File: config.mk
export PLATFORM = sky130hd
export DESIGN_NAME = blockram_tx_streamer_flat
export DESIGN_NICKNAME = d
export VERILOG_FILES = /design/src/rtl/blockram_tx_streamer_if.sv /design/src/rtl/blockram_tx_streamer.sv /design/src/flat_wrapper.sv
export SDC_FILE = /design/constraint.sdc
export NUM_CORES = 1
export LEC_CHECK = 0
export CAP_MARGIN = 20
export CORE_ASPECT_RATIO = 1.25
export CORE_UTILIZATION = 51
export CTS_CLUSTER_DIAMETER = 40
export CTS_CLUSTER_SIZE = 10
export DETAILED_ROUTE_END_ITERATION = 7
export PLACE_DENSITY_LB_ADDON = 0.3
export SLEW_MARGIN = 5
export SYNTH_ARGS = -nofsm -noshare
export SYNTH_HDL_FRONTEND = slang
export SYNTH_SLANG_ARGS = --single-unit
File: constraint.sdc
create_clock -name clk -period 2.5 [get_ports clk]
set_input_delay 0.5 -clock clk [delete_from_list [all_inputs] [get_ports clk]]
set_output_delay 0.5 -clock clk [all_outputs]
set_load 0.005 [all_outputs]
File: src/rtl/blockram_tx_streamer_if.sv
// Handshake and bus signals between the TX streamer, its controller, the message RAM
// and the UART transmitter.
interface blockram_tx_streamer_if #(
    parameter int unsigned ADDR_BITS = 7,
    parameter int unsigned LEN_BITS  = 9
);
    logic                 start;
    logic [ADDR_BITS-1:0] base_addr;
    logic [LEN_BITS-1:0]  byte_count;
    logic                 busy;
    logic                 done;
    logic                 mem_read_en;
    logic [ADDR_BITS-1:0] mem_raddr;
    logic [31:0]          mem_rdata;
    logic [7:0]           tx_data;
    logic                 tx_valid;
    logic                 tx_ready;

    // Environment side: controller, RAM data return and UART ready.
    modport master (
        output start, base_addr, byte_count, mem_rdata, tx_ready,
        input  busy, done, mem_read_en, mem_raddr, tx_data, tx_valid
    );

    modport slave (
        input  start, base_addr, byte_count, mem_rdata, tx_ready,
        output busy, done, mem_read_en, mem_raddr, tx_data, tx_valid
    );
endinterface

File: src/rtl/blockram_tx_streamer.sv
// Streams a run of 32-bit message-RAM words to the UART TX as bytes, LSB first.
// One RAM read per word; 2 dead cycles (fetch + load) between words.
module blockram_tx_streamer #(
    parameter int unsigned ADDR_BITS = 7,
    parameter int unsigned LEN_BITS  = 9
) (
    input logic                    clk,
    input logic                    rst,
    blockram_tx_streamer_if.slave  bus
);

    typedef enum logic [2:0] {
        StIdle,
        StFetch,
        StLoad,
        StSend,
        StFinish
    } state_e;

    state_e               state_q, state_d;
    logic [ADDR_BITS-1:0] addr_q, addr_d;
    logic [LEN_BITS-1:0]  remaining_q, remaining_d;
    logic [2:0]           lanes_q, lanes_d;
    logic [31:0]          shift_q, shift_d;
    logic                 busy_q, busy_d;
    logic                 done_q, done_d;
    logic                 rd_en_q, rd_en_d;
    logic [ADDR_BITS-1:0] raddr_q, raddr_d;
    logic                 tx_valid_q, tx_valid_d;

    always_comb begin
        state_d     = state_q;
        addr_d      = addr_q;
        remaining_d = remaining_q;
        lanes_d     = lanes_q;
        shift_d     = shift_q;
        raddr_d     = raddr_q;

        case (state_q)
            StIdle: begin
                if (bus.start) begin
                    if (bus.byte_count != '0) begin
                        addr_d      = bus.base_addr;
                        remaining_d = bus.byte_count;
                        state_d     = StFetch;
                    end else begin
                        state_d = StFinish;
                    end
                end
            end
            StFetch: state_d = StLoad;
            StLoad: begin
                shift_d = bus.mem_rdata;
                lanes_d = (remaining_q >= LEN_BITS'(4)) ? 3'd4 : remaining_q[2:0];
                addr_d  = addr_q + ADDR_BITS'(1);
                state_d = StSend;
            end
            StSend: begin
                if (tx_valid_q && bus.tx_ready) begin
                    shift_d     = {8'h00, shift_q[31:8]};
                    remaining_d = remaining_q - LEN_BITS'(1);
                    lanes_d     = lanes_q - 3'd1;
                    if (remaining_q == LEN_BITS'(1)) begin
                        state_d = StFinish;
                    end else if (lanes_q == 3'd1) begin
                        state_d = StFetch;
                    end
                end
            end
            StFinish: state_d = StIdle;
            default:  state_d = StIdle;
        endcase

        // Outputs are registered from the next state so they line up with the state register.
        busy_d     = (state_d != StIdle);
        done_d     = (state_d == StFinish);
        rd_en_d    = (state_d == StFetch);
        tx_valid_d = (state_d == StSend);
        if (state_d == StFetch) begin
            raddr_d = addr_d;
        end
    end

    always_ff @(posedge clk) begin
        if (rst) begin
            state_q     <= StIdle;
            addr_q      <= '0;
            remaining_q <= '0;
            lanes_q     <= '0;
            shift_q     <= '0;
            busy_q      <= 1'b0;
            done_q      <= 1'b0;
            rd_en_q     <= 1'b0;
            raddr_q     <= '0;
            tx_valid_q  <= 1'b0;
        end else begin
            state_q     <= state_d;
            addr_q      <= addr_d;
            remaining_q <= remaining_d;
            lanes_q     <= lanes_d;
            shift_q     <= shift_d;
            busy_q      <= busy_d;
            done_q      <= done_d;
            rd_en_q     <= rd_en_d;
            raddr_q     <= raddr_d;
            tx_valid_q  <= tx_valid_d;
        end
    end

    assign bus.busy        = busy_q;
    assign bus.done        = done_q;
    assign bus.mem_read_en = rd_en_q;
    assign bus.mem_raddr   = raddr_q;
    assign bus.tx_valid    = tx_valid_q;
    // The low byte of the shift register is the byte on offer; it only moves on a handshake.
    assign bus.tx_data     = shift_q[7:0];

endmodule
File: src/flat_wrapper.sv
// flat-port wrapper written by rule: the top's interface ports become plain ports
module blockram_tx_streamer_flat 
#(
    parameter int unsigned ADDR_BITS = 7,
    parameter int unsigned LEN_BITS  = 9
)
  (clk, rst, bus_start, bus_base_addr, bus_byte_count, bus_mem_rdata, bus_tx_ready, bus_busy, bus_done, bus_mem_read_en, bus_mem_raddr, bus_tx_data, bus_tx_valid);
  blockram_tx_streamer_if #(.ADDR_BITS(ADDR_BITS), .LEN_BITS(LEN_BITS)) bus_i ();
  input logic clk;
  input logic rst;
  input wire logic [$bits(bus_i.start)-1:0] bus_start;
  input wire logic [$bits(bus_i.base_addr)-1:0] bus_base_addr;
  input wire logic [$bits(bus_i.byte_count)-1:0] bus_byte_count;
  input wire logic [$bits(bus_i.mem_rdata)-1:0] bus_mem_rdata;
  input wire logic [$bits(bus_i.tx_ready)-1:0] bus_tx_ready;
  output wire logic [$bits(bus_i.busy)-1:0] bus_busy;
  output wire logic [$bits(bus_i.done)-1:0] bus_done;
  output wire logic [$bits(bus_i.mem_read_en)-1:0] bus_mem_read_en;
  output wire logic [$bits(bus_i.mem_raddr)-1:0] bus_mem_raddr;
  output wire logic [$bits(bus_i.tx_data)-1:0] bus_tx_data;
  output wire logic [$bits(bus_i.tx_valid)-1:0] bus_tx_valid;
  assign bus_i.start = bus_start;
  assign bus_i.base_addr = bus_base_addr;
  assign bus_i.byte_count = bus_byte_count;
  assign bus_i.mem_rdata = bus_mem_rdata;
  assign bus_i.tx_ready = bus_tx_ready;
  assign bus_busy = bus_i.busy;
  assign bus_done = bus_i.done;
  assign bus_mem_read_en = bus_i.mem_read_en;
  assign bus_mem_raddr = bus_i.mem_raddr;
  assign bus_tx_data = bus_i.tx_data;
  assign bus_tx_valid = bus_i.tx_valid;
  blockram_tx_streamer #(.ADDR_BITS(ADDR_BITS), .LEN_BITS(LEN_BITS)) u_core (.clk(clk), .rst(rst), .bus(bus_i));
endmodule
==> results.json <==
{
  "status": "complete, no violations",
  "whs_ns": 0.477,
  "crit_required_ns": 2.74,
  "h-tree-depth": 3,
  "setup_tns_ns": 0,
  "yosys-top-cells-area": "dfxtp_1 (40%), nand2_1 (7.1%), a311oi_1 (7.0%), nor2_1 (6.5%), a21oi_1 (3.1%)",
  "cp_cell_sequence": "inv_1 -> ha_1 -> and3_1 -> a41oi_1 -> nor2_1 -> nor3_4 -> mux2_2",
  "grt_pass1_wl_um": 13400,
  "grt_pass1_vias": 3007,
  "crit_type": "reg2reg",
  "dpl.hpwl_um": 5590,
  "slowest_delay_ns": 0.40,
  "cts_sinks": 65,
  "layout_setup_ws_ns": 0.361,
  "route.met3.wl_um": 310,
  "cp_max_fo": 5,
  "syn_nets": 462,
  "setup_viol": 0,
  "peakVddDrop_mv": 0.455,
  "switching_power_mw": 0.761,
  "cts_setup_buffers": 0,
  "wl_per_cell_um": 14.3,
  "numCtsBuffers": 9,
  "dr.pass1.iters": 4,
  "grt_max_degree": 52,
  "hold_depth": 2,
  "routed.top_layer": "met4",
  "dr_wl_met2_um": 3950,
  "drive_gt1_share_pct": 11.5,
  "slew_violations": 0,
  "rsz0062_at_grt": "no",
  "hold_buffers": 0,
  "p_comb_share_pct": 20.7,
  "drc": 0,
  "wl_met1_um": 3480,
  "ys_top_cells_by_count": "dfxtp_1 (65), nand2_1 (62), nor2_1 (57), a311oi_1 (26), a21oi_1 (20)",
  "clockBufferDepth": 2,
  "final_nets": 524,
  "yosysMostFrequentCell": "dfxtp_1",
  "io_buffers": 70,
  "antenna_cells": 0,
  "arrival_ns": 2.38,
  "switching_share_pct": 28.6,
  "critPathCaptureType": "flip-flop",
  "netlist.area_leader.share_pct": 39.8,
  "seqPwrFrac_pct": 45.0,
  "die_w_um": 73.6,
  "antenna_found_initial": 0,
  "relSlewSlack_pct": 34.5,
  "p_total_mw": 2.66,
  "path_clk_slew_ns": 0.08,
  "r2r_end": "u_core.bus.mem_raddr[2]",
  "vias": 3132,
  "place_ws_ns": 0.00394,
  "fin_worst_skew_ns": 0.00942,
  "drt_wl_total_um": 7930,
  "finalHoldViolations": 0,
  "syn_avg_cell_area_um2": 8.10,
  "hold_end": "u_core.shift_q[15]",
  "drtIter0Drc": 201,
  "clkLatencyLatePin_ns": 0.35,
  "grt.overflow.total": 0,
  "r2r-start": "u_core.remaining_q[1]",
  "clockPowerShare_pct": 34.3,
  "leakagePower_nw": 1.57,
  "fin_crit_ns": 2.14,
  "multi_input_area_um2": 1750,
  "std_cell_rows": 32,
  "yosysSeqAreaShare_pct": 39.8,
  "p_per_area_nw_per_um2": 627,
  "yosysWarnings": 0,
  "synth_top_cell_by_area": "dfxtp_1",
  "synthDistinctLibCells": 55,
  "synth-edff-count": 0,
  "n_fill_cell": 549,
  "r2r_slack_ns": 0.36,
  "synthCells": 404,
  "fin_crit_sh_pct": 85.6,
  "ys_seq_elements": 65,
  "tightest_slew_ns": 0.978,
  "maxCapViolations": 0,
  "ant_nets": 0,
  "fmaxAchievable_ghz": 0.467,
  "start_kind": "flip-flop",
  "cts_resized": 0,
  "io_pins": 71,
  "die-area_um2": 6740,
  "die_h_um": 91.5,
  "internal-power_mw": 1.90,
  "cts_tree": "done",
  "hold_path.class": "reg2reg",
  "grt_use_total_pct": 25.5,
  "vias_per_cell": 5.63,
  "root_buffer": "clkbuf_8",
  "min_from": "u_core.shift_q[23]",
  "core_um2": 6170,
  "synth_flop_cell": "dfxtp_1",
  "seq_area_um2": 1300,
  "start_util_pct": 53.0,
  "synth_area_um2": 3270,
  "cp_slowest_cell": "dfxtp_1",
  "area_delta_synth_final_pct": 29.8,
  "routabilityCongestion": 0.838,
  "async_flop_share_pct": 0,
  "worst_r2r_path_depth": 7
}
final cells by class:
cell class | instances | share of cell area (%)
clock buffer | 10 | 3.24
clock inverter | 6 | 1.59
inverter | 9 | 0.796
multi-input combinational | 293 | 41.3
sequential | 65 | 30.7
tap | 85 | 2.51
timing repair buffer | 88 | 19.9
cell families after synthesis:
family	count (synthesis)	synth area share (%)
AND/OR/NAND/NOR	176	26.2
adder cells (fa/ha/maj)	6	2.30
AO/OA/AOI/OAI	106	23.2
multiplexers	5	1.68
flip-flops	65	39.8
buffers and inverters	46	6.81
state kept, by name, summed over array words and instances (netlist names), 3 cells and up:
name and count:
u_core.shift_q 32, u_core.remaining_q 9, u_core.addr_q 7, u_core.bus.mem_raddr 7
u_core.lanes_q 3, u_core.state_q 3
layout by cell type (no fill, tap or decap), types with 8 or more instances in the layout:
| master | synthesis | final |
|---|---|---|
| clkdlybuf4s50_1 | 0 | 69 |
| clkbuf_8 | 0 | 10 |
| o21ai_0 | 18 | 18 |
| nor3_1 | 9 | 9 |
| inv_1 | 8 | 8 |
| dfxtp_1 | 65 | 65 |
| nand3_1 | 9 | 9 |
| nand2_1 | 62 | 62 |
| a311oi_1 | 26 | 26 |
| buf_4 | 9 | 17 |
| a21oi_1 | 20 | 20 |
| nor2_1 | 57 | 57 |
| a22oi_1 | 9 | 9 |
metrics by stage:
| stage | cells | area [um^2] | util (%) |
|---|---|---|---|
| floorplan | 404 | 3270 | - |
| global placement | 540 | 4040 | 65.5 |
| global route | 556 | 4240 | 68.8 |
| detailed placement | 540 | 4040 | 65.5 |
| CTS | 556 | 4240 | 68.8 |
| finish | 556 | 4240 | 68.8 |
metal layers:
metal,global-route usage (%),up-vias
li1,-,1579
met5,0,-
met4,12.2,0
met2,41.3,66
met3,5.44,20
met1,31.5,1467
power groups by stage:
stage | registers (mW) | logic [mW] | clock network, mW
3_3_place_gp | 1.21 | 0.535 | 0
2_1_floorplan | 1.20 | 0.339 | 0
5_1_grt | 1.21 | 0.613 | 0.969
4_1_cts | 1.19 | 0.551 | 0.919
3_5_place_dp | 1.22 | 0.548 | 0
6_report | 1.20 | 0.551 | 0.911
worst max-delay path by stage:
| stage | start | slack [ns] | endpoint |
|---|---|---|---|
| floorplan | u_core.remaining_q[1] | 0.59 | u_core.bus.mem_raddr[1] |
| global placement | bus_byte_count[7] | 0.02 | u_core.bus.mem_raddr[3] |
| detailed placement | bus_byte_count[6] | 0.004 | u_core.bus.mem_raddr[2] |
| CTS | bus_byte_count[6] | 0.37 | u_core.bus.mem_raddr[2] |
| global route | bus_byte_count[1] | 0.23 | u_core.remaining_q[1] |
| finish | u_core.remaining_q[1] | 0.36 | u_core.bus.mem_raddr[2] |
critical path: cells and delay by family, from the launching register on:
| kind | cells | cell delay [ns] |
|---|---|---|
| buf+inv | 1 | 0.12 |
| mux | 1 | 0.38 |
| flops | 1 | 0.40 |
| compound gates | 1 | 0.25 |
| simple gates | 3 | 0.67 |
| fa+ha+maj | 1 | 0.22 |
(Power assumes the default switching activity.)
